`config.mk`:
```
export PLATFORM = sky130hd
export DESIGN_NAME = tog_hs_rx
export DESIGN_NICKNAME = d
export VERILOG_FILES = /design/src/rtl/tog_hs_rx_pkg.sv /design/src/rtl/tog_hs_rx_bit_sync.sv /design/src/rtl/tog_hs_rx.sv
export SDC_FILE = /design/constraint.sdc
export NUM_CORES = 1
export LEC_CHECK = 0
export CAP_MARGIN = 5
export CORE_MARGIN = 4
export CORE_UTILIZATION = 45
export CTS_CLUSTER_DIAMETER = 150
export DETAILED_ROUTE_END_ITERATION = 8
export GPL_ROUTABILITY_DRIVEN = 0
export GPL_TIMING_DRIVEN = 1
export PLACE_DENSITY = 0.77
export SETUP_SLACK_MARGIN = 0.5
export SLEW_MARGIN = 20
export SYNTH_ARGS = -nofsm -noshare
export SYNTH_HDL_FRONTEND = slang
export SYNTH_SLANG_ARGS = --single-unit
```
`constraint.sdc`:
```
create_clock -name clk -period 2.1 [get_ports clk]
set_input_delay 0.42 -clock clk [delete_from_list [all_inputs] [get_ports clk]]
set_output_delay 0.42 -clock clk [all_outputs]
set_load 0.05 [all_outputs]
```
`src/rtl/tog_hs_rx_pkg.sv`:
```
// Shared definitions for the toggle-handshake link (receiver and transmitter).
// Holds the state encoding, default widths and the prime-window length helper.
package tog_hs_rx_pkg;

  localparam int DW_DEF          = 8;
  localparam int SYNC_STAGES_DEF = 2;
  localparam int CW_DEF          = 8;

  typedef enum logic [1:0] {
    ST_PRIME = 2'd0,
    ST_IDLE  = 2'd1,
    ST_HOLD  = 2'd2
  } state_t;

  // Cycles spent ignoring edges after reset so the sync chain and req_prev settle.
  function automatic int prime_len(input int stages);
    return stages + 1;
  endfunction

endpackage

```
`src/rtl/tog_hs_rx_bit_sync.sv`:
```
// Single-bit multi-flop synchroniser; resets to 0.
// Used for req_tog here and for ack_tog on the transmit side.
module bit_sync #(
  parameter int STAGES = 2
) (
  input  logic clk,
  input  logic rst,
  input  logic d,
  output logic q
);

  logic [STAGES-1:0] s;

  always_ff @(posedge clk or negedge rst) begin
    if (!rst) begin
      s <= '0;
    end else begin
      s <= {s[STAGES-2:0], d};
    end
  end

  assign q = s[STAGES-1];

endmodule

```
`src/rtl/tog_hs_rx.sv`:
```
// Receive side of a two-phase toggle link: detects req_tog flips, presents the
// word on a valid/ready port and returns one ack_tog flip per consumed word.
//
// state    | meaning
// ---------+------------------------------------------------------------
// ST_PRIME | after reset: let the sync chain settle, edges ignored
// ST_IDLE  | waiting for a req_tog flip
// ST_HOLD  | word presented on out_*, waiting for out_ready
module tog_hs_rx
  import tog_hs_rx_pkg::*;
#(
  parameter int DW          = DW_DEF,
  parameter int SYNC_STAGES = SYNC_STAGES_DEF,
  parameter int CW          = CW_DEF
) (
  input  logic          clk,
  input  logic          rst,
  input  logic          req_tog,
  input  logic [DW-1:0] req_data,
  output logic          ack_tog,
  output logic          out_valid,
  output logic [DW-1:0] out_data,
  input  logic          out_ready,
  output logic [CW-1:0] evt_count,
  output logic          err,
  input  logic          clr_err
);

  localparam int            PW         = $clog2(SYNC_STAGES + 2);
  localparam logic [PW-1:0] PRIME_LAST = PW'(prime_len(SYNC_STAGES) - 1);

  state_t        state;
  logic [PW-1:0] prime_cnt;
  logic          req_sync;
  logic          req_prev;
  logic          req_edge;

  bit_sync #(
    .STAGES(SYNC_STAGES)
  ) u_req_sync (
    .clk(clk),
    .rst(rst),
    .d  (req_tog),
    .q  (req_sync)
  );

  assign req_edge = req_sync ^ req_prev;

  always_ff @(posedge clk or negedge rst) begin
    if (!rst) begin
      state     <= ST_PRIME;
      prime_cnt <= '0;
      req_prev  <= 1'b0;
      ack_tog   <= 1'b0;
      out_valid <= 1'b0;
      out_data  <= '0;
      evt_count <= '0;
      err       <= 1'b0;
    end else begin
      req_prev <= req_sync;
      if (clr_err) begin
        err <= 1'b0;
      end
      case (state)
        ST_PRIME: begin
          if (prime_cnt == PRIME_LAST) begin
            prime_cnt <= '0;
            state     <= ST_IDLE;
          end else begin
            prime_cnt <= prime_cnt + 1'b1;
          end
        end
        ST_IDLE: begin
          if (req_edge) begin
            out_data  <= req_data;
            out_valid <= 1'b1;
            state     <= ST_HOLD;
          end
        end
        ST_HOLD: begin
          // A flip while still holding is dropped; the sender broke the handshake.
          if (req_edge) begin
            err <= 1'b1;
          end
          if (out_ready) begin
            out_valid <= 1'b0;
            ack_tog   <= ~ack_tog;
            evt_count <= evt_count + 1'b1;
            state     <= ST_IDLE;
          end
        end
        default: begin
          state <= ST_PRIME;
        end
      endcase
    end
  end

endmodule

```
==> flow_summary.json, run 1 <==
{
  "synth_cells": 77,
  "worstMarginPinSlew_ns": 0.325,
  "critPathKind": "reg -> out",
  "synth_area_um2": 1060,
  "reg2reg_slack_ns": 0.62,
  "seq_area_frac_synth_pct": 61.2,
  "via_per_inst": 5.04,
  "drv_slew": 0,
  "wl_per_cell_um": 13.3,
  "via_count": 705,
  "path_buf_inv": 1,
  "fin_nets": 127,
  "whs_endpoint": "u_req_sync.s[1]",
  "slew_headroom_pct": 78.3,
  "grt_overflow": 0,
  "dp_hpwl_mm": 1.40,
  "period_needed_ns": 1.55,
  "rsz0062_at_grt": "no",
  "drcViolationCount": 0,
  "cts_setup_buffers": 0,
  "critPathTopFamily": "flip-flops",
  "grt_util_met1_pct": 15.3,
  "synth_seq_cells": 26,
  "syn_to_final_growth_pct": 36.4,
  "cp_slowest_stage_delay_ns": 0.43,
  "synth_edf_count": 0,
  "routed_wl_mm": 1.87,
  "postRouteAntennaNets": 0,
  "grt_use_total_pct": 12.6,
  "die_area_um2": 3200,
  "critPathMaxFanout": 4,
  "h-tree-depth": 1,
  "firstDrtPassIters": 4,
  "leakagePower_uw": 0.000673,
  "cts.clk_slew.worst_paths_ns": 0.13,
  "power_density_nw_per_um2": 1460,
  "endpoint_kind": "output port",
  "fmax_mhz": 646,
  "hold_path.class": "reg -> reg",
  "drive_above_1_share_pct": 33.0,
  "max_cap_violations": 0,
  "synth_flop_cell": "dfrtp_1",
  "tns_ns": 0,
  "drt_iter0_drc": 8,
  "path_cells": "clkdlybuf4s15_2",
  "cpMaxStageDelayCell": "dfrtp_1",
  "worst_ep_required_time_ns": 1.68,
  "grt_start_max_net_pins": 27,
  "cts.sinks": 26,
  "start_kind": "flip-flop",
  "min-delay-start": "u_req_sync.s[0]",
  "synth_nets": 91,
  "rows": 17,
  "clk_latency_ns": 0.31,
  "hold_viol_final": 0,
  "cts_inserted_buffers": 3,
  "antenna_cells": 0,
  "synth_area_per_cell_um2": 13.8,
  "use_met3_pct": 4.60,
  "die_x_um": 56.6,
  "vdd_drop_max_v": 0.000956,
  "start_util_pct": 47.6,
  "ys_warn_count": 0,
  "cts.root.buffer_cell": "clkbuf_4",
  "cts_tree": "built",
  "grt_pass1_vias": 748,
  "io_buffers": 31,
  "r2r_start": "state[1]",
  "finClkSkew_ns": 0.00617,
  "core-area_um2": 2230,
  "ys_async_sr_fraction_pct": 100,
  "cts_buffer_depth": 2,
  "reg2reg_depth": 3,
  "setup_viol_count_final": 0,
  "whs_ns": 0.363,
  "status": "complete, no violations",
  "grt_pass1_wl_mm": 3.24,
  "worstHoldPathCells": 0,
  "busiest_layer": "met2",
  "r2r-end": "out_data[4]",
  "antenna_found_initial": 0,
  "synth.distinct_cells": 23,
  "grtUsageMet2_pct": 21.3,
  "die_h_um": 56.6,
  "finalCritPeriodShare_pct": 73.7,
  "ios": 32,
  "worst_ep_arrival_time_ns": 1.13
}
[logic make-up (layout without fill, tap and decap cells)]
family          count (synthesis)  after routing  synth area share [%]
fa+ha+maj                       1              1                  1.18
mux                             9              9                  9.54
flops                          26             26                  61.2
buf+inv                         3             38                  1.41
compound gates                  7              7                  3.77
xor+xnor                        9              9                  8.13
simple gates                   22             22                  14.7
[worst register-to-register path, cell delays in order, from the launching register on]
cell and delay [ns]:
dfrtp_1 0.52, nand2b_1 0.25, nor2_4 0.24, mux2_2 0.37
[where the power goes]
part	internal (µW)	switching [µW]	total (µW)
Clock	106	134	240
Combinational	376	680	1060
Sequential	673	146	819
Total	1150	960	2110
[Yosys cell counts, drive strengths merged (2+ instances only)]
library cell	number	share of area, %
o21ai	3	1.4
nand3b	2	1.4
xor2	6	4.9
inv	2	0.71
dfrtp	26	61
nor3	2	0.94
mux2	9	9.5
xnor2	3	3.2
o22ai	2	1.2
nor2	4	2.1
nand2b	2	1.2
nand2	7	2.5
[state kept, by name, summed over array words and instances (netlist names)]
name          cells
ack_tog           1
evt_count         8
err               1
prime_cnt         2
out_data          8
out_valid         1
req_prev          1
state             2
u_req_sync.s      2
[cell usage in the layout, fill, tap and decap left out, types with 2 or more instances in the layout]
master / instances
buf_2: 3
clkbuf_4: 3
clkdlybuf4s15_2: 16
clkdlybuf4s50_1: 12
dfrtp_1: 26
inv_1: 2
mux2_2: 9
nand2_1: 7
nand2b_1: 2
nand3b_1: 2
nor2_1: 3
nor3_1: 2
o21ai_0: 3
o22ai_1: 2
xnor2_1: 2
xor2_1: 6
[routing by layer]
| metal | routed length [µm] | part of all wire (%) | up-vias |
|---|---|---|---|
| met2 | 877 | 47 | 24 |
| met5 | 0 | 0 | - |
| met1 | 822 | 44 | 347 |
| li1 | - | - | 332 |
| met3 | 154 | 8.2 | 2 |
| met4 | 12 | 0.64 | 0 |
[area by class of cell]
cell class,count,area (µm²)
Fill cell,187,785
Sequential cell,26,651
Multi-Input combinational cell,48,397
Timing Repair Buffer,32,323
Clock buffer,4,36.3
Tap cell,28,35.0
Inverter,2,7.51
[metrics by stage]
step	std cells	setup WS (ns)	power (µW)	util (%)	area, µm²
floorplan	77	0.686	1570	-	1060
global placement	136	0.414	1920	63.0	1410
detailed placement	136	0.335	1950	63.0	1410
CTS	140	0.495	2160	65.7	1470
global route	140	0.502	2250	64.9	1450
finish	140	0.553	2110	64.9	1450
[worst max path at each step]
stage / from / endpoint / slack, ns / depth (start not counted)
floorplan: evt_count[0] / evt_count[6] / 0.69 / 4
global placement: out_ready / evt_count[7] / 0.41 / 4
detailed placement: out_ready / evt_count[7] / 0.33 / 4
CTS: evt_count[2] / evt_count[2] / 0.49 / 1
global route: evt_count[0] / evt_count[0] / 0.50 / 1
finish: evt_count[0] / evt_count[0] / 0.55 / 1
[what timing repair did]
item                       CTS  global route
resized for setup           57             6
setup endpoints to repair   19             3
hold buffers                 0             0
pin swaps                    0             0
Power figures use the tool's default switching activity.
==> run 2, diff against run 1 <==
clock period = 1.45 ns   (was 2.1 ns; I/O delays follow)
==> run 2 against run 1 <==
  * Clock power grew 70%
  * Hold slack worse by 0.075 ns
  * Critical path type is now reg -> reg
  * Via count up 27%
  * Routed wire length rose by 92%
  * Total power increased by 120%
  * Largest power group unchanged
  * Highest routed layer unchanged
  * Die area unchanged
  * Critical path depth increased by 2
  * First-iteration DRC count grew to 4.0 times the previous value
  * Sequential power up 58%
  * Global-route usage is 9.5 points higher
  * Worst setup slack got worse by 0.42 ns
==> flow_summary.json, run 2 (synthesis results as in run 1) <==
{
  "status": "complete, no violations",
  "routed_wl_mm": 3.58,
  "cts_inserted_buffers": 3,
  "internal_power_uw": 2650,
  "via_per_inst": 5.41,
  "critPathTopFamily": "flip-flops",
  "wl_per_cell_um": 21.7,
  "hold_buffers": 0,
  "cts_tree": "built",
  "cpMaxStageDelayCell": "dfrtp_1",
  "worst_ep_required_time_ns": 1.70,
  "layout_commonest_cell": "buf_12",
  "rows": 17,
  "drt_iter0_drc": 32,
  "fmax_mhz": 757,
  "cts.clk_slew.worst_paths_ns": 0.16,
  "ios": 32,
  "stdcell_count": 165,
  "start_util_pct": 47.6,
  "finalCritPeriodShare_pct": 91.1,
  "drv_slew": 0,
  "cp_slowest_stage_delay_ns": 0.46,
  "power_density_nw_per_um2": 2280,
  "switching_power_uw": 1950,
  "antenna_found_initial": 0,
  "max_cap_violations": 0,
  "cts.root.buffer_cell": "clkbuf_4",
  "slew_headroom_pct": 77.4,
  "setup_viol_count_final": 0,
  "grt_use_total_pct": 22.1,
  "dp.cells": 140,
  "die_x_um": 56.6,
  "finClkSkew_ns": 0.00262,
  "syn_to_final_growth_pct": 89.4,
  "io_buffers": 31,
  "pwr-share-comb_pct": 62.9,
  "whs_ns": 0.288,
  "core-area_um2": 2230,
  "antenna_cells": 0,
  "period_needed_ns": 1.32,
  "dp_hpwl_mm": 1.75,
  "grt_pass1_vias": 1049,
  "worstMarginPinSlew_ns": 0.339,
  "grt_pass1_wl_mm": 5.26,
  "hold_path.class": "in -> async",
  "die_h_um": 56.6,
  "worst_ep_arrival_time_ns": 1.57,
  "drcViolationCount": 0,
  "h-tree-depth": 1,
  "reg_top3": "evt_count (8), out_data (8)",
  "postRouteAntennaNets": 0,
  "hold_viol_final": 0,
  "grt_start_max_net_pins": 27,
  "firstDrtPassIters": 4,
  "path_buf_inv": 0,
  "critPathMaxFanout": 5,
  "endpoint_kind": "flip-flop",
  "critPathKind": "reg -> reg",
  "fin_nets": 152,
  "place_area_um2": 1680,
  "final_util_pct": 90.1,
  "leakagePower_uw": 0.000946,
  "grt_overflow": 0,
  "swShare_pct": 42.4,
  "die_area_um2": 3200,
  "vdd_drop_max_v": 0.00182,
  "via_count": 893,
  "sequentialPowerShare_pct": 28.2,
  "cts.sinks": 26,
  "drive_above_1_share_pct": 65.0,
  "most-common-layout-cells": "buf_12 (19), dfrtp_1 (18), buf_4 (17), clkdlybuf4s50_1 (12)",
  "stdcell_area_um2": 2010,
  "clkPwrFrac_pct": 8.9,
  "clk_latency_ns": 0.35,
  "cts_buffer_depth": 2,
  "rsz0062_at_grt": "yes",
  "start_kind": "flip-flop",
  "path_cells": "xnor2_4 > nor2_4 > mux2_2"
}
==> run 2: cell count changes in the layout (fill, tap and decap cells not counted), moves of 3 or more <==
cell / delta
buf_12: +19
buf_4: +16
clkdlybuf4s15_2: -16
buf_6: +8
dfrtp_1: -8
dfrtp_2: +8
nand2_1: -5
nand2_2: +5
buf_2: -3
mux2_2: -3
mux2_4: +3
nor2_1: -3
==> run 2: layout make-up <==
| type | instances | area, µm² |
|---|---|---|
| Clock buffer | 4 | 36.3 |
| Fill cell | 83 | 221 |
| Inverter | 2 | 7.51 |
| Multi-Input combinational cell | 49 | 554 |
| Sequential cell | 26 | 661 |
| Tap cell | 28 | 35.0 |
| Timing Repair Buffer | 56 | 718 |
==> run 2: through the flow <==
stage                     total power [µW]  setup slack, ns  TNS (ns)
final                                 4600            0.129         0
after global routing                  4740           0.0880         0
after CTS                             4330            0.104         0
after detailed placement              3500          -0.0706    -0.152
after global placement                3420          -0.0294   -0.0445
after floorplan                       2340            0.225         0
==> run 2: timing repair <==
| action | in CTS | in global routing |
|---|---|---|
| pin swaps | 9 | 4 |
| cloned | 1 | 0 |
| gates resized for setup | 23 | 6 |
| setup endpoints to repair | 41 | 42 |
| buffers inserted | 16 | 4 |
==> run 2: path summary, 6_finish.rpt <==
check                                     start              end  slack (ns)  depth (start not counted)
worst min-delay path                        rst     prime_cnt[1]        0.29                          2
worst max register to register         req_prev      out_data[1]        0.13                          3
worst min register to register  u_req_sync.s[0]  u_req_sync.s[1]        0.39                          0
max in group asynchronous                   rst     evt_count[0]        0.89                          2
min in group clk                        req_tog  u_req_sync.s[0]        0.35                          1
worst max-delay path                   req_prev      out_data[1]        0.13                          3
==> run 2: power groups by stage <==
stage               logic (µW)  registers, µW  clock network (µW)
floorplan                  460           1880                   0
CTS                       2680           1260                 389
finish                    2890           1290                 408
global route              2990           1320                 428
detailed placement        2180           1320                   0
global placement          2130           1290                   0
==> run 2: metal layers <==
metal  GRT usage [%]  wire length, µm  up-vias  part of all wire [%]
met1            22.8             1350      462                    38
met4            11.2              151        0                   4.2
met2            40.4             1860       34                    52
met5               0                0        -                     0
met3            5.75              221       13                   6.2
li1                -                -      384                     -
==> run 2: worst register-to-register path: cells and delay by family (launching register included) <==
family	cells	cell delay (ns)
DFF	1	0.46
and+or+nand+nor	1	0.19
xor gates and xnor gates	1	0.21
muxes	1	0.37
==> edit 1, RTL diff (flow settings as in run 2) <==
Re-encode `state_t` (3 states) as one-hot, 3 bits wide.
--- a/src/rtl/tog_hs_rx_pkg.sv
+++ b/src/rtl/tog_hs_rx_pkg.sv
@@ -6,10 +6,10 @@
   localparam int SYNC_STAGES_DEF = 2;
   localparam int CW_DEF          = 8;
 
-  typedef enum logic [1:0] {
-    ST_PRIME = 2'd0,
-    ST_IDLE  = 2'd1,
-    ST_HOLD  = 2'd2
+  typedef enum logic [2:0] {
+    ST_PRIME = 3'b001,
+    ST_IDLE  = 3'b010,
+    ST_HOLD  = 3'b100
   } state_t;
 
   // Cycles spent ignoring edges after reset so the sync chain and req_prev settle.
Behaviour: no difference found for any inputs over 10 cycles, from zero or initial values and one cycle with rst low; not proved beyond that.
==> edit 1 against run 2 <==
  * The run now ends with setup timing left
  * Largest cell class unchanged
  * Sequential cell count grew 1
  * Power decreased by 17%
  * Fmax fell by 23%
  * Synthesized area rose by 3.8%
  * Design area rose by 7.5%
  * Global-route usage up 1.5 points
  * Sequential share of layout area shrank 1.1 points
  * Die area up 3.2%
  * Non-clock buffer count rose by 12
  * Final cell count is 8.5% higher
  * Routed wire length rose by 19%
  * Worst setup slack lost 0.40 ns
==> edit 1: results <==
[route]
post_drt_wl_per_cell_um = 23.77
finalWirelength_um = 4254
vias = 983
drtIter0Drc = 37
drtPass1Iterations = 4

[pwr]
p_total_uw = 3816
pg_seq_uw = 1220
pg_comb_uw = 2260
ir_worst_vdd_mv = 1.683
leakagePower_uw = 0.001069
intPower_uw = 2327

[placed_design]
place_ws_ns = -0.2030
dpl_cell_area_um2 = 1779
place_inst = 146
dp_hpwl_um = 1995
port_buffers = 31

[setup_path]
path_max_fanout = 5
critical_path_arrival_ns = 1.96

[synth]
synthArstFlopShare_pct = 100.0
syn_nets = 95
synth_area_leaders = "dfrtp_1, mux2_4, xnor2_1, nand2_1, dfstp_2"
syn_area_per_cell_um2 = 13.61
synth_common_cells = "dfrtp_1, nand2_1, mux2_4"
yosysUniqueCellTypes = 26
yosysWarnings = 0
synth-seq-area-share_pct = 61.41
ys.flop_type = "dfrtp_1"

[global_route]
grt_max_degree = 28
grt_pass1_wl_um = 5637
antenna_found_initial = 0
grt.total_usage_pct = 23.60
grt_pass1_vias = 1036

[clock_network]
postCtsHoldBufs = 0
clockBufferDepth = 2
numCtsBuffers = 3
cts_resized = 20
h-tree-depth = 1
post-cts-setup-buffers = 22
path_clk_slew_ns = 0.14
root_buffer = "clkbuf_4"
clock_latency_ns = 0.34

[sta]
final.setup.tns_ns = -2.219
relSlewSlack_pct = 78.43
finalClockSkew_ns = 0.004768
setup_viol = 11
setup_slack_ns = -0.2669

[status]
outcome = "complete, but fails checks"
violations = "setup timing"

[finish]
layout-drive-gt1-share_pct = 66.89
nets = 166
top_regs = "evt_count: 8 flops, out_data: 8 flops, state: 3 flops"
diodes = 0

[worst_hold_path]
min_path_type = "in -> async"
-- edit 1: cell types whose count changed in the layout (fill, tap and decap cells not counted), sizes merged, moves of 2 or more --
| cell | before | now |
|---|---|---|
| nor2 | 5 | 2 |
| nand4 | 0 | 2 |
| xnor2 | 3 | 6 |
| nand2b | 2 | 0 |
| nand3b | 2 | 0 |
| buf | 44 | 56 |
| xor2 | 6 | 3 |
| nand2 | 7 | 10 |
-- edit 1: path summary, 6_finish.rpt --
check,startpoint,cells past startpoint,slack (ns),endpoint
setup reg to reg,u_req_sync.s[1],4,-0.27,out_data[2]
hold / removal,rst,2,0.29,err
min in group clk,req_tog,1,0.37,u_req_sync.s[0]
setup / recovery,u_req_sync.s[1],4,-0.27,out_data[2]
max in group asynchronous,rst,2,0.94,state[0]
hold reg to reg,u_req_sync.s[0],0,0.38,u_req_sync.s[1]
-- edit 1: layout make-up --
type,instances,area [um^2]
fill,52,112.6
clock inverter,1,5.005
clock buffer,3,22.52
sequential,27,685.7
timing repair buffer,68,828.3
tap,28,35.03
inverter,2,10.01
multi-input combinational,50,576.8
-- edit 1: logic make-up after synthesis --
family	Yosys count	synth area share, %
multiplexers	10	12.94
adder cells (fa/ha/maj)	1	1.135
AO/OA/AOI/OAI	6	3.179
XOR/XNOR	9	7.151
flip-flops	27	61.41
buffers and inverters	4	2.043
AND/OR/NAND/NOR	24	12.15
-- edit 1: routing by layer --
layer  up-vias  share of wire (%)  global-route usage (%)
met2        54                 52                   45.32
met4         0                4.3                   6.954
met1       494                 38                   26.06
li1        416                  -                       -
met5         -                  0                       0
met3        19                5.5                   4.072
-- edit 1: worst max-delay path, cell delays in order (launching register included) --
cell     delay (ns)
dfrtp_1        0.44
xnor2_1        0.18
or4b_4         0.53
buf_6          0.16
mux2_4         0.31
==> edit 2, RTL diff (settings of run 2) <==
Made on the original files. `CW_DEF`: 8 -> 16.
--- a/src/rtl/tog_hs_rx_pkg.sv
+++ b/src/rtl/tog_hs_rx_pkg.sv
@@ -4,7 +4,7 @@
 
   localparam int DW_DEF          = 8;
   localparam int SYNC_STAGES_DEF = 2;
-  localparam int CW_DEF          = 8;
+  localparam int CW_DEF          = 16;
 
   typedef enum logic [1:0] {
     ST_PRIME = 2'd0,
Ports: changed (resized evt_count); port bits go from 32 to 40. No check against the original RTL was run, so the function may have changed too.
==> edit 2 against run 2 <==
  * The flow now stops in global routing
  * Synthesized area up 30%
==> edit 2: results <==
[global_route]
antenna_found_initial = 0
grt_max_degree = 35

[clock_network]
root_buffer = "clkbuf_4"
h-tree-depth = 2
numCtsBuffers = 5
clockBufferDepth = 2

[synth]
synth_common_cells = "dfrtp_1, xnor2_1, mux2_2"
syn_nets = 116
yosysUniqueCellTypes = 28
synth_area_leaders = "dfrtp_1, xnor2_1, mux2_2, nand2_1, xor2_1"
synth_seq_cells = 34
synth-seq-area-share_pct = 61.59
ys.flop_type = "dfrtp_1"
yosysWarnings = 0
synthArstFlopShare_pct = 100.0

[status]
outcome = "did not finish"
stop_stage = "global routing"
error_line = "[ERROR DPL-0033] detailed placement checks failed during check placement."

[placed_design]
dp_hpwl_um = 2300
port_buffers = 39

[sta]
worstEndpointGrtRepair = "evt_count[10]$_DFFE_PN0P_/D"
worst-ep-kind = "sequential cell input"

[die]
die_width_um = 63.41
## edit 2: cell count changes after synthesis, sizes merged, moves of 2 or more
cell	before	now
nand3	0	3
xnor2	3	14
xor2	6	3
buf	1	3
nand4	0	4
and4	0	2
dfrtp	26	34
nor2	4	2
## edit 2: cell families after synthesis
logic type                 after synthesis  synth area share, %
AOI/OAI and AO/OA                        7                2.989
muxes                                    9                7.337
DFF                                     34                61.59
buffers and inverters                    5                2.084
xor gates and xnor gates                17                10.78
and+or+nand+nor                         29                14.31
adders and majority gates                1               0.9057
## edit 2: per-stage QoR
step / worst slack, ns / std cells / hold slack, ns / util (%) / cell area [um^2]
4_1_cts: 0.03171 / 215 / 0.3070 / 90.61 / 2585
3_5_place_dp: -0.2742 / 180 / 0.3379 / 77.50 / 2211
3_3_place_gp: -0.2183 / 180 / 0.3336 / 77.50 / 2211
2_1_floorplan: -0.04739 / 102 / -0.005591 / - / 1441
## edit 2: repair_timing
item | 4_1_cts
pin swaps | 25
resized for setup | 31
setup endpoints to repair | 57
setup buffers | 27
